<file path="config.mk">
export PLATFORM = sky130hd
export DESIGN_NAME = cordic_angle_feeder
export DESIGN_NICKNAME = d
export VERILOG_FILES = /design/src/rtl/cordic_angle_feeder.sv
export SDC_FILE = /design/constraint.sdc
export NUM_CORES = 1
export LEC_CHECK = 0
export CAP_MARGIN = 20
export CORE_ASPECT_RATIO = 0.7
export CORE_UTILIZATION = 30
export DETAILED_ROUTE_END_ITERATION = 12
export GPL_TIMING_DRIVEN = 0
export PLACE_DENSITY = 0.58
export SLEW_MARGIN = 40
export SYNTH_ARGS = -nofsm -noshare
export SYNTH_HDL_FRONTEND = slang
export SYNTH_SLANG_ARGS = --single-unit
</file>
<file path="constraint.sdc">
create_clock -name clk -period 1.6 [get_ports clk]
set_input_delay 0.4 -clock clk [delete_from_list [all_inputs] [get_ports clk]]
set_output_delay 0.4 -clock clk [all_outputs]
set_load 0.05 [all_outputs]
</file>
<file path="src/rtl/cordic_angle_feeder.sv">
// Angle feeder/unfolder around a combinational CORDIC core: folds degrees into the first quadrant,
// waits for the core to settle, then restores signs. Optional macro: CORDIC_FEEDER_EXACT_AXIS_EN.
module cordic_angle_feeder #(
  parameter int unsigned SETTLE_CYCLES = 4,
  parameter logic [31:0] K_GAIN        = 32'd163007430,
  parameter logic [31:0] DEG2RAD       = 32'd4685079
) (
  input  logic               clk,
  input  logic               rst_n,
  input  logic               in_valid,
  output logic               in_ready,
  input  logic [8:0]         in_deg,
  output logic signed [31:0] x_start,
  output logic signed [31:0] y_start,
  output logic signed [31:0] angle,
  input  logic signed [31:0] cosine_in,
  input  logic signed [31:0] sine_in,
  output logic               out_valid,
  input  logic               out_ready,
  output logic signed [31:0] cos_out,
  output logic signed [31:0] sin_out,
  output logic [8:0]         out_deg,
  output logic               err
);

  localparam int unsigned W = 32;
  localparam logic signed [W-1:0] ONE = 32'sd268435456;

  typedef enum logic [1:0] {IDLE, SETTLE, CAPTURE, HOLD} state_t;

  state_t      state, state_nxt;
  logic [3:0]  cnt;
  logic [8:0]  deg_q;
  logic        sc, ss;
  logic [6:0]  r_c;
  logic        sc_c, ss_c;
  logic        accept, legal, load_op, bad_req, capture, settle_done, exact_c;
  logic signed [W-1:0] base_cos, base_sin;

  // Quadrant fold: reduced angle in 0..90 plus sign flags (1 = positive)
  always_comb begin
    r_c  = 7'(in_deg);
    sc_c = 1'b1;
    ss_c = 1'b1;
    if (in_deg <= 9'd90) begin
      r_c = 7'(in_deg);
    end else if (in_deg <= 9'd180) begin
      r_c  = 7'(9'd180 - in_deg);
      sc_c = 1'b0;
    end else if (in_deg <= 9'd270) begin
      r_c  = 7'(in_deg - 9'd180);
      sc_c = 1'b0;
      ss_c = 1'b0;
    end else begin
      r_c  = 7'(9'd360 - in_deg);
      ss_c = 1'b0;
    end
  end

`ifdef CORDIC_FEEDER_EXACT_AXIS_EN
  logic exact, axis_x;
  // On an axis the reduced angle is 0 (x axis) or 90 (y axis); signs come from the fold
  assign exact_c  = (r_c == 7'd0) || (r_c == 7'd90);
  assign base_cos = exact ? (axis_x ? ONE : '0) : cosine_in;
  assign base_sin = exact ? (axis_x ? '0 : ONE) : sine_in;

  always_ff @(posedge clk or negedge rst_n) begin
    if (!rst_n) begin
      exact  <= 1'b0;
      axis_x <= 1'b0;
    end else if (load_op) begin
      exact  <= exact_c;
      axis_x <= (r_c == 7'd0);
    end
  end
`else
  assign exact_c  = 1'b0;
  assign base_cos = cosine_in;
  assign base_sin = sine_in;
`endif

  // State register
  always_ff @(posedge clk or negedge rst_n) begin
    if (!rst_n) state <= IDLE;
    else        state <= state_nxt;
  end

  // Next-state logic
  always_comb begin
    state_nxt = state;
    case (state)
      IDLE:    if (load_op) state_nxt = exact_c ? CAPTURE : SETTLE;
      SETTLE:  if (settle_done) state_nxt = CAPTURE;
      CAPTURE: state_nxt = HOLD;
      HOLD:    if (out_ready) state_nxt = IDLE;
      default: state_nxt = IDLE;
    endcase
  end

  // Control decodes; in_ready must drop immediately while reset is held
  always_comb begin
    in_ready    = (state == IDLE) && rst_n;
    accept      = in_valid && in_ready;
    legal       = (in_deg < 9'd360);
    load_op     = accept && legal;
    bad_req     = accept && !legal;
    capture     = (state == CAPTURE);
    settle_done = (cnt == 4'(SETTLE_CYCLES - 1));
  end

  // Operand, counter and result registers
  always_ff @(posedge clk or negedge rst_n) begin
    if (!rst_n) begin
      x_start   <= '0;
      y_start   <= '0;
      angle     <= '0;
      cos_out   <= '0;
      sin_out   <= '0;
      out_deg   <= '0;
      deg_q     <= '0;
      cnt       <= '0;
      sc        <= 1'b1;
      ss        <= 1'b1;
      out_valid <= 1'b0;
      err       <= 1'b0;
    end else begin
      err <= bad_req;
      if (load_op) begin
        x_start <= K_GAIN;
        y_start <= '0;
        angle   <= W'(r_c) * DEG2RAD;
        deg_q   <= in_deg;
        sc      <= sc_c;
        ss      <= ss_c;
        cnt     <= '0;
      end else if (state == SETTLE) begin
        cnt <= cnt + 4'd1;
      end
      if (capture) begin
        cos_out   <= sc ? base_cos : W'(-base_cos);
        sin_out   <= ss ? base_sin : W'(-base_sin);
        out_deg   <= deg_q;
        out_valid <= 1'b1;
      end else if ((state == HOLD) && out_ready) begin
        out_valid <= 1'b0;
      end
    end
  end

endmodule
</file>
==> out/results.tsv, run 1 <==
stage	metric	value	unit
outcome	status	complete, but fails checks	
outcome	violations	negative setup slack	
logic_synthesis	yosys-top-cells-count	dfrtp_1 (120), a21oi_1 (100), nor2_1 (100), inv_1 (83), ha_1 (81)	
routing	wl_per_cell	17.4	µm
timing	setup_viol	85	
logic_synthesis	synthFlopType	dfrtp_1	
logic_synthesis	synth_warnings	0	
global_routing	grt_pass1_vias	8597	
logic_synthesis	synth_edf_count	0	
logic_synthesis	synth_area_leaders	dfrtp_1 (32%), ha_1 (11%), fa_1 (7.7%)	
die	core	30400	µm²
setup_path	path_max_fanout	4	
setup_path	crit_required	1910	ps
setup_path	worst_ep_arrival_time	5890	ps
placed_design	gp_congestion	0.903	
global_routing	antenna_found_initial	1	
global_routing	grt-ovfl-total	0	
logic_synthesis	synthCells	1025	
timing	fin_worst_skew	6.83	ps
clocking	cts_inserted_buffers	17	
clocking	clockRootBuffer	clkbuf_16	
logic_synthesis	ys_async_sr_fraction	1.00	
timing	fmax	179	MHz
timing	worst_slew_pin_slew	573	ps
logic_synthesis	syn_avg_cell_area	9.17	µm²
setup_path	worst-setup-path-type	input pin to flip-flop	
final_layout	nets	1637	
final_layout	stdcell_count	1868	
clocking	clk_latency	430	ps
setup_path	start_kind	input pin	
routing	ant_nets	0	
die	die_w	214	µm
routing	vias	8661	
clocking	h-tree-depth	4	
timing	finalHoldViolCount	0	
global_routing	globalRouteTotalUtil	0.201	
final_layout	syn2layout_area_growth	67.4	%
clocking	clkSinkCount	122	
clocking	clk_pin_slew	60	ps
die	initial_core_util	0.309	
placed_design	io_buffers	197	
timing	max_slew_margin	0.618	
setup_path	crit_path_end_kind	flip-flop	
setup_path	crit_path_max_incr_delay	620	ps
timing	fin_ws	-3980	ps
logic_synthesis	syn-cell-area	9400	µm²
worst_hold_path	hold_class	input pin to asynchronous set/reset pin	
flow_run	cap_violations	0	
die	die_h	150	µm
logic_synthesis	yosysTopAreaCell	dfrtp_1	
timing	slew_viol_final	0	
global_routing	grt_start_max_net_pins	29	
final_layout	drive_above_1_share	0.468	
timing	finalCriticalPeriod	5580	ps
setup_path	cp_top_family	adder cells	
setup_path	rrSetupSlack	-230	ps
clocking	clock_path_buffers	2	
placed_design	post-dp-hpwl	22300	µm
routing	route.detailed.drc	0	
logic_synthesis	synth_top_area_frac	0.320	
setup_path	cp_slowest_cell	fa_2	
die	rows	53	
timing	rsz0062_at_grt	yes	
die	dieArea	32000	µm²
timing	setup-tns-final	-105670	ps
setup_path	crit_path_frequent_cell	buf_6	
logic_synthesis	synth-seq-area-share	0.325	
routing	dr.pass1.iters	5	
timing	hold_ws	25.3	ps
routing	vias_per_cell	4.64	
logic_synthesis	ys_types	66	
routing	first_iter_violations	510	
global_routing	grt_pass1_wl	48900	µm
clocking	cts_tree	yes	
setup_path	path_buf_inv	9	
final_layout	diodes	0	
routing	wl	32400	µm
placed_design	dp.cells	1685	
logic_synthesis	ys_ff_latch	122	
logic_synthesis	yosysMostFrequentCell	dfrtp_1	
die	io_pins	249	
timing	finalCritPeriodShare	3.49	
[path summary, 6_finish.rpt]
path                              startpoint           to  cells past startpoint
worst max-delay path               in_deg[5]    angle[26]                     26
worst min-delay path                   rst_n  sin_out[10]                      2
worst max register to register      state[1]     angle[9]                      7
worst min register to register      deg_q[7]     deg_q[7]                      2
max in group asynchronous              rst_n   sin_out[7]                      3
min in group clk                cosine_in[9]   cos_out[9]                      3
[sequential cells by signal, indices dropped and copies added (netlist names)]
name and flops:
cos_out 32, sin_out 32, angle 29, deg_q 9
out_deg 9, cnt 4, state 2, err 1
out_valid 1, sc 1, ss 1, x_start 1
[repair_timing]
| item | 4_1_cts | 5_1_grt |
|---|---|---|
| resized for setup | 812 | 307 |
| hold buffers | 2 | 0 |
| endpoints found under the setup margin | 243 | 181 |
| pin swaps | 129 | 114 |
| hold endpoints to repair | 20 | 0 |
| buffers inserted | 114 | 44 |
| cloned | 6 | 0 |
[area by class of cell]
cell class,count,area [µm²]
Fill cell,2760,14700
Multi-Input combinational cell,772,7120
Timing Repair Buffer,352,3280
Sequential cell,122,3060
Buffer,95,777
Tap cell,412,515
Clock buffer,20,447
Inverter,83,362
Clock inverter,12,173
[routing by layer]
layer / vias up / global-route usage / part of all wire
met2: 196 / 0.286 / 0.44
met1: 4221 / 0.303 / 0.50
li1: 4210 / - / -
met3: 32 / 0.0470 / 0.052
met5: - / 0 / 0.00037
met4: 2 / 0.0414 / 0.010
[through the flow]
step | area, µm² | util | setup slack, ps
2_1_floorplan | 10100 | - | -4070
3_3_place_gp | 12600 | 0.413 | -6120
3_5_place_dp | 12600 | 0.415 | -6140
4_1_cts | 15300 | 0.502 | -3850
5_1_grt | 15700 | 0.517 | -4110
6_report | 15700 | 0.517 | -3980
[kinds of logic after synthesis]
family	count (synthesis)	share of synthesized area
fa+ha+maj	117	0.185
xor+xnor	90	0.0839
simple gates	270	0.139
flops	122	0.325
compound gates	214	0.133
buf+inv	181	0.0992
mux	30	0.0353
other cells	1	0.000399
[cell usage in the layout, fill, tap and decap left out, drive strengths merged, types with 36 or more instances in the layout]
| cell | count |
|---|---|
| a21oi | 101 |
| buf | 334 |
| clkbuf | 49 |
| clkdlybuf4s50 | 36 |
| conb | 50 |
| dfrtp | 120 |
| fa | 36 |
| ha | 81 |
| inv | 80 |
| nand2 | 79 |
| nor2 | 101 |
| o21ai | 55 |
| xnor2 | 60 |
Power of run 1 is left out: the tool's default activity adds up to more than one toggle a clock period on the data nets, which glitch-free logic cannot reach.
==> run 2, diff against run 1 <==
--- a/config.mk
+++ b/config.mk
@@ -5,7 +5,7 @@
 export SDC_FILE = /design/constraint.sdc
 export NUM_CORES = 1
 export LEC_CHECK = 0
-export CAP_MARGIN = 20
+export CAP_MARGIN = 30
 export CORE_ASPECT_RATIO = 0.7
 export CORE_UTILIZATION = 30
 export DETAILED_ROUTE_END_ITERATION = 12
==> results of run 2 <==
Final layout, timing and power as in run 1 (identical DEF).
Power of run 2 is left out for the same reason.
==> run 3, diff against run 2 <==
--- a/config.mk
+++ b/config.mk
@@ -6,7 +6,7 @@
 export NUM_CORES = 1
 export LEC_CHECK = 0
 export CAP_MARGIN = 30
-export CORE_ASPECT_RATIO = 0.7
+export CORE_ASPECT_RATIO = 2
 export CORE_UTILIZATION = 30
 export DETAILED_ROUTE_END_ITERATION = 12
 export GPL_TIMING_DRIVEN = 0
==> run 3 against run 2 <==
Effect of this change: the flow finishes with violations (negative hold slack, negative setup slack); die area hardly changed; worst hold slack worse by 210 ps; final cell count is 1.4% lower; fmax is 1.9% higher; global-route usage is 0.50 points lower; register-to-register slack worse by 90 ps; critical path depth is 1 higher; clock skew is 1.2 ps lower; worst setup slack better by 100 ps; critical path type unchanged; largest cell class unchanged; highest routed layer is now met4.
==> out/results.tsv, run 3 (synthesized netlist as in run 1, its figures left out) <==
stage	metric	value	unit	change
outcome	status	complete, but fails checks		
outcome	violations	negative hold slack, negative setup slack		
setup_path	worst_ep_arrival_time	5810	ps	-80 ps
clocking	clock_path_buffers	2		unchanged
routing	wl_met2	18900	µm	+33%
placed_design	dpl_cell_area	12600	µm²	-0.16%
timing	max_slew_margin	0.622		+0.00395
routing	vias	8549		-1.3%
flow_run	cap_violations	0		unchanged
timing	finalHoldViolCount	59		+59
final_layout	syn2layout_area_growth	62.4	%	
die	die_w	127	µm	-40%
placed_design	gp_congestion	0.916		+1.5%
routing	vias_per_cell	4.64		+0.15%
routing	ant_nets	0		unchanged
global_routing	grt_pass1_wl	47600	µm	-2.7%
final_layout	final_common_cell	buf_4		
clocking	clk_pin_slew	60	ps	about the same
timing	worst_slew_pin_slew	567	ps	-5.93 ps
setup_path	reg2regPathDepth	7		unchanged
clocking	clkSinkCount	122		unchanged
clocking	h-tree-depth	4		unchanged
global_routing	globalRouteTotalUtil	0.196		-0.00496
timing	fin_worst_skew	5.66	ps	-1.17 ps
timing	slew_viol_final	0		unchanged
final_layout	design_area	15300	µm²	-3.0%
routing	wl_met3	825	µm	-51%
timing	rsz0062_at_grt	yes		
final_layout	nets	1601		-2.2%
global_routing	antenna_found_initial	3		+2
global_routing	grt-ovfl-total	0		unchanged
die	rows	91		+72%
setup_path	crit_required	1930	ps	+20 ps
setup_path	path_max_fanout	3		-1
routing	wl_per_cell	17.1	µm	-1.7%
routing	dr.pass1.iters	6		+1
routing	highest_layer	met4		
clocking	cts_inserted_buffers	17		unchanged
routing	first_iter_violations	341		-33%
setup_path	crit_path_end_kind	flip-flop		
clocking	clk_latency	440	ps	about the same
final_layout	drive_above_1_share	0.458		-0.00997
die	core	30900	µm²	+1.4%
routing	route.detailed.drc	0		unchanged
clocking	clockRootBuffer	clkbuf_16		
final_layout	layout_common_cells	buf_4 (129), dfrtp_1 (119), buf_2 (88), nor2_1 (86), a21oi_1 (75)		
worst_hold_path	hold_class	input pin to asynchronous set/reset pin		
die	initial_core_util	0.305		-0.00418
routing	wl	31400	µm	-3.1%
setup_path	worst-setup-path-type	input pin to flip-flop		
placed_design	io_buffers	197		unchanged
die	dieArea	32100	µm²	about the same
global_routing	grt_pass1_vias	8952		+4.1%
timing	setup_viol	90		+5.9%
timing	finalCritPeriodShare	3.43		-0.0645
placed_design	post-dp-hpwl	23400	µm	+4.8%
global_routing	grt_start_max_net_pins	63		+120%
die	io_pins	249		unchanged
timing	fmax	182	MHz	+1.9%
timing	finalCriticalPeriod	5480	ps	-103 ps
timing	fin_ws	-3880	ps	+103 ps
clocking	cts_tree	yes		
final_layout	filler_cell_count	2849		+3.2%
die	die_h	252	µm	+68%
final_layout	finish.utilization	0.495		-0.0222
routing	met1_length	10200	µm	-37%
timing	hold_ws	-181	ps	-206 ps
final_layout	largestRegisters	cos_out (32), sin_out (32), angle (29)		
setup_path	start_kind	input pin		
==> run 3: cell types whose count changed in the layout (fill, tap and decap cells not counted), sizes merged, moves of 2 or more <==
| cell | delta |
|---|---|
| clkdlybuf4s18 | -3 |
| bufbuf | -3 |
| buf | -23 |
| bufinv | -2 |
| dlygate4sd2 | +3 |
| diode | +3 |
| clkdlybuf4s50 | -4 |
==> run 3: worst paths after layout <==
check | from | end | slack, ps
worst max-delay path | in_deg[0] | angle[26] | -3880
worst min-delay path | rst_n | cos_out[15] | -180
worst max register to register | state[0] | state[1] | -320
worst min register to register | angle[29] | angle[29] | 470
max in group asynchronous | rst_n | cos_out[29] | 1140
min in group clk | sine_in[0] | sin_out[0] | 240
==> run 3: cell type report <==
type                       count  area, µm²  share of cell area
antenna                        3       7.51            0.000492
tap                          418        523              0.0343
timing repair buffer         316       2820               0.185
inverter                      83        358              0.0234
buffer                        96        831              0.0544
sequential                   122       3060               0.200
clock inverter                 8       95.1             0.00623
clock buffer                  24        492              0.0322
multi-input combinational    771       7080               0.464
==> run 3: worst max-delay path, stage by stage <==
cell      delay [ps]
buf_12           110
buf_6            110
o21ai_4          150
a21oi_4           70
o21ai_2          190
and2_4           200
a211oi_4          40
a211oi_4         290
xor2_2           190
inv_1             80
fa_2             580
inv_4             60
buf_6            120
fa_2             380
fa_1             560
inv_1             50
fa_1             500
inv_2             50
ha_4             160
a211oi_4         260
a21oi_2          100
o31ai_1          190
o211ai_1         190
o41ai_2          390
buf_4            180
xor2_1           120
o21ai_1           70
==> run 3: per-stage QoR <==
step	instances	TNS (ps)	setup slack (ps)
floorplan	1074	-107970	-4070
global placement	1689	-963720	-6210
detailed placement	1690	-240830	-6270
CTS	1812	-102910	-3910
global route	1841	-109430	-4090
finish	1841	-101480	-3880
==> run 3: routing by layer <==
metal / track usage / vias up
met2: 0.401 / 192
met3: 0.0309 / 73
met5: 0 / -
li1: - / 4115
met1: 0.178 / 4169
met4: 0.102 / 0
==> run 3: what timing repair did <==
| action | in CTS | in global routing |
|---|---|---|
| pin swaps | 112 | 143 |
| cloned | 3 | 1 |
| gates resized for setup | 848 | 276 |
| setup endpoints to repair | 243 | 187 |
| endpoints found under the hold margin | 59 | 59 |
| setup buffers | 88 | 32 |
Power of run 3 is left out for the same reason.
==> edit 1 (settings of run 3) <==
Put one more register stage on the output `err`, without a reset. The value now appears one clock later. The other outputs are not delayed to match.
--- a/src/rtl/cordic_angle_feeder.sv
+++ b/src/rtl/cordic_angle_feeder.sv
@@ -29,2 +29,4 @@
   typedef enum logic [1:0] {IDLE, SETTLE, CAPTURE, HOLD} state_t;
+
+  logic err_s0;
 
@@ -124,5 +126,5 @@
       out_valid <= 1'b0;
-      err       <= 1'b0;
+      err_s0    <= 1'b0;
     end else begin
-      err <= bad_req;
+      err_s0 <= bad_req;
       if (load_op) begin
@@ -149,2 +151,6 @@
 
+  always_ff @(posedge clk) begin
+    err <= err_s0;
+  end
+
 endmodule
Behaviour: not the same (Yosys sat finds a counterexample within 4 cycles, from zero or initial values and one cycle with rst_n low).
==> edit 1 against run 3 <==
The flow still finishes with violations (hold timing, setup timing); routed wire length rose by 4.4%; setup slack got worse by 0.14 ns; critical path type unchanged; area after synthesis rose by 0.21%; design area rose by 1.7%; first-iteration DRC count fell by 18%; global-route usage rose by 0.87 points; sequential cell count rose by 1.
Power is left out: the tool's default activity adds up to more than one toggle a clock period on the data nets, which glitch-free logic cannot reach.
==> edit 1: results (changes against run 3) <==
outcome: "finished, violations left"
violations: "hold timing, setup timing"
grtUsageMet2_pct: 41.5  # +1.5 points
timing.final.hold_violations: 50  # -15%
routed-wl-met3_microns: 996  # +21%
num-fill-cells: 2826  # -0.81%
drt-vias-per-instance: 4.75  # +2.2%
final-seq-area_sq_um: 3080  # +0.65%
met1_usage_pct: 17.8  # about the same
setup_violations: 89  # -1.1%
async_reset_ff_share_pct: 99.2  # -0.81 points
nets: 1603  # +0.12%
drtIter0Drc: 278  # -18%
slew_headroom_pct: 59.7  # -2.4 points
wl_per_cell_microns: 17.8  # +4.6%
grt_max_degree: 54  # -14%
drive_above_1_share_pct: 44.9  # -0.92 points
grt_pass1_wl_microns: 49200  # +3.5%
wl_met1_microns: 10200  # +0.36%
synth-seq-cells: 123  # +0.82%
whs_ns: -0.158  # +0.0221 ns
yosys-top-cells-area: "dfrtp_1, ha_1, fa_1"
clkCellAreaFrac_pct: 4.09  # +0.25 points
antennaDiodeCount: 1  # -2
multi_input_area_share_pct: 45.1  # -1.3 points
antenna_found_initial: 1  # -2
fin_ws_ns: -4.02  # -0.144 ns
nonClkBufAreaFrac_pct: 25.3  # +1.3 points
ys_types: 67  # +1.5%
grt_pass1_vias: 9123  # +1.9%
use_met3_pct: 2.77  # -0.32 points
n_clock_buffer: 21  # -13%
dp_hpwl_microns: 23900  # +2.1%
grtUsageTotal_pct: 20.4  # +0.87 points
skew_ns: 0.00831  # +0.00265 ns
worstPathArrival_ns: 5.93  # +0.12 ns
wl_met2_microns: 19500  # +3.5%
## edit 1: what timing repair did
item,4_1_cts,5_1_grt
buffers inserted,99,28
setup endpoints to repair,243,174
pin swaps,115,96
cloned,2,2
hold endpoints to repair,50,50
resized for setup,821,187
## edit 1: final timing paths
check                                      from                      end  slack (ns)  cells after the start
min reg2reg                    err_s0$_DFF_PN0_              err$_DFF_P_        0.34                      0
min in group clk                  cosine_in[17]  cos_out[17]$_DFFE_PN0P_        0.26                      3
min                                       rst_n  sin_out[10]$_DFFE_PN0P_       -0.16                      1
max in group asynchronous                 rst_n     state[1]$_DFFE_PN0P_        1.11                      2
max                                   in_deg[0]    angle[26]$_DFFE_PN0P_       -4.02                     26
max reg2reg                state[0]$_DFFE_PN0P_     state[1]$_DFFE_PN0P_       -0.28                      7
## edit 1: per-stage QoR
stage / std cells / worst slack [ns] / TNS, ns / area [sq um] / hold WS (ns)
3_3_place_gp: 1690 / -6.19 / -951.88 / 12600 / 0.329
4_1_cts: 1819 / -3.85 / -102.64 / 15100 / -0.152
5_1_grt: 1839 / -4.13 / -110.69 / 15500 / -0.157
3_5_place_dp: 1691 / -6.26 / -247.05 / 12600 / 0.328
2_1_floorplan: 1075 / -4.07 / -107.97 / 10100 / 0.104
6_report: 1839 / -4.02 / -103.78 / 15500 / -0.158
## edit 1: cells by family (layout without fill, tap and decap cells)
kind of cell	Yosys count	in the layout	share of synthesized area [%]
XOR/XNOR	90	90	8.37
multiplexers	30	30	3.52
AO/OA/AOI/OAI	214	214	13.2
AND/OR/NAND/NOR	270	270	13.9
buffers and inverters	181	526	9.90
flip-flops	123	123	32.7
adder cells (fa/ha/maj)	117	117	18.4
other	1	51	0.0398
==> edit 2 (flow settings as in run 3) <==
Made on the original files. The option `CORDIC_FEEDER_EXACT_AXIS_EN` is turned on by a define.
--- a/src/rtl/cordic_angle_feeder.sv
+++ b/src/rtl/cordic_angle_feeder.sv
@@ -2,2 +2,4 @@
 // waits for the core to settle, then restores signs. Optional macro: CORDIC_FEEDER_EXACT_AXIS_EN.
+`define CORDIC_FEEDER_EXACT_AXIS_EN
+
 module cordic_angle_feeder #(
Formal check against the unedited RTL: not equivalent (Yosys sat finds a counterexample within 4 cycles, from zero or initial values and one cycle with rst_n low).
==> edit 2 against run 3 <==
Sequential cell count grew 2; critical path type unchanged; hold slack gained 0.22 ns; cell count increased by 13%; setup slack worse by 0.13 ns; routed wire length up 39%; design area rose by 19%; the run ends with setup timing left; largest cell class unchanged; area after synthesis rose by 11%.
==> edit 2: results (changes against run 3) <==
syn_inst: 1201  # +17%
tightest_slew_ns: 0.624  # +0.0569 ns
antennaDiodeCount: 0  # -3
vias: 10600  # +24%
ys_seq_area_share_pct: 29.8  # -2.8 points
outcome: "finished, violations left"
antenna_found_initial: 0  # -3
met1_usage_pct: 20.6  # +2.8 points
ys_top_cells_by_count: "dfrtp_1, nor2_1, inv_1, nand2_1, a21oi_1"
violations: "setup timing"
port_buffers: 196  # -0.51%
worstPathArrival_ns: 5.92  # +0.11 ns
yosys-top-cells-area: "dfrtp_1, ha_1, fa_1"
cts_setup_buffers: 127  # +44%
setup_violations: 127  # +41%
wl_per_cell_microns: 20.9  # +23%
dp_worst_setup_slack_ns: -5.87  # +0.405 ns
fin_ws_ns: -4.01  # -0.131 ns
place_inst: 1888  # +12%
skew_ns: 0.0101  # +0.00444 ns
routed_wl_microns: 43700  # +39%
max_stage_delay_ns: 0.63  # +0.05 ns
dp_hpwl_microns: 30800  # +31%
grt_pass1_wl_microns: 64000  # +34%
nets: 1837  # +15%
ys_types: 81  # +23%
grt_max_degree: 36  # -43%
[edit 2: cell count changes after synthesis, moves of 16 or more]
cell / delta
inv_1: +26
nand2_1: +24
nand3_1: +16
nor2_1: +17
nor2b_1: +20
o22ai_1: +18
xor2_1: -21
[edit 2: cell families (layout without fill, tap and decap cells)]
group	after synthesis	count (layout)	share of synthesized area, %
AO/OA/AOI/OAI	284	284	18.4
XOR/XNOR	58	58	4.87
adder cells (fa/ha/maj)	124	124	17.5
buffers and inverters	224	621	10.5
flip-flops	124	124	29.8
multiplexers	22	22	2.29
other	1	50	0.0359
AND/OR/NAND/NOR	364	364	16.6
[edit 2: area by class of cell]
type	count	area, sq um
Buffer	110	1150
Multi-Input combinational cell	902	8460
Tap cell	441	552
Timing Repair Buffer	370	3890
Clock buffer	21	460
Sequential cell	124	3110
Inverter	111	450
Clock inverter	9	120
Fill cell	3041	16000
[edit 2: metrics by stage]
stage / power [mW] / cell area [sq um]
final: 43.7 / 18200
after floorplan: 25.5 / 11400
after detailed placement: 33.3 / 14000
after global placement: 33.1 / 13900
after global routing: 46.3 / 18200
after CTS: 42.0 / 17400
[edit 2: metal layers]
layer,up-vias,part of all wire (%)
li1,4903,-
met4,0,6.2
met5,-,0
met1,5216,30
met2,326,60
met3,128,3.6
[edit 2: worst paths after layout]
| kind | end | slack [ns] | cells past startpoint |
|---|---|---|---|
| max in group asynchronous | sin_out[6]$_DFFE_PN0P_ | 0.76 | 4 |
| min reg2reg | angle[3]$_DFFE_PN0P_ | 0.48 | 2 |
| min in group clk | deg_q[7]$_DFFE_PN0P_ | 0.25 | 3 |
| min | sin_out[28]$_DFFE_PN0P_ | 0.04 | 2 |
| max | angle[27]$_DFFE_PN0P_ | -4.01 | 22 |
| max reg2reg | sin_out[28]$_DFFE_PN0P_ | -0.82 | 14 |
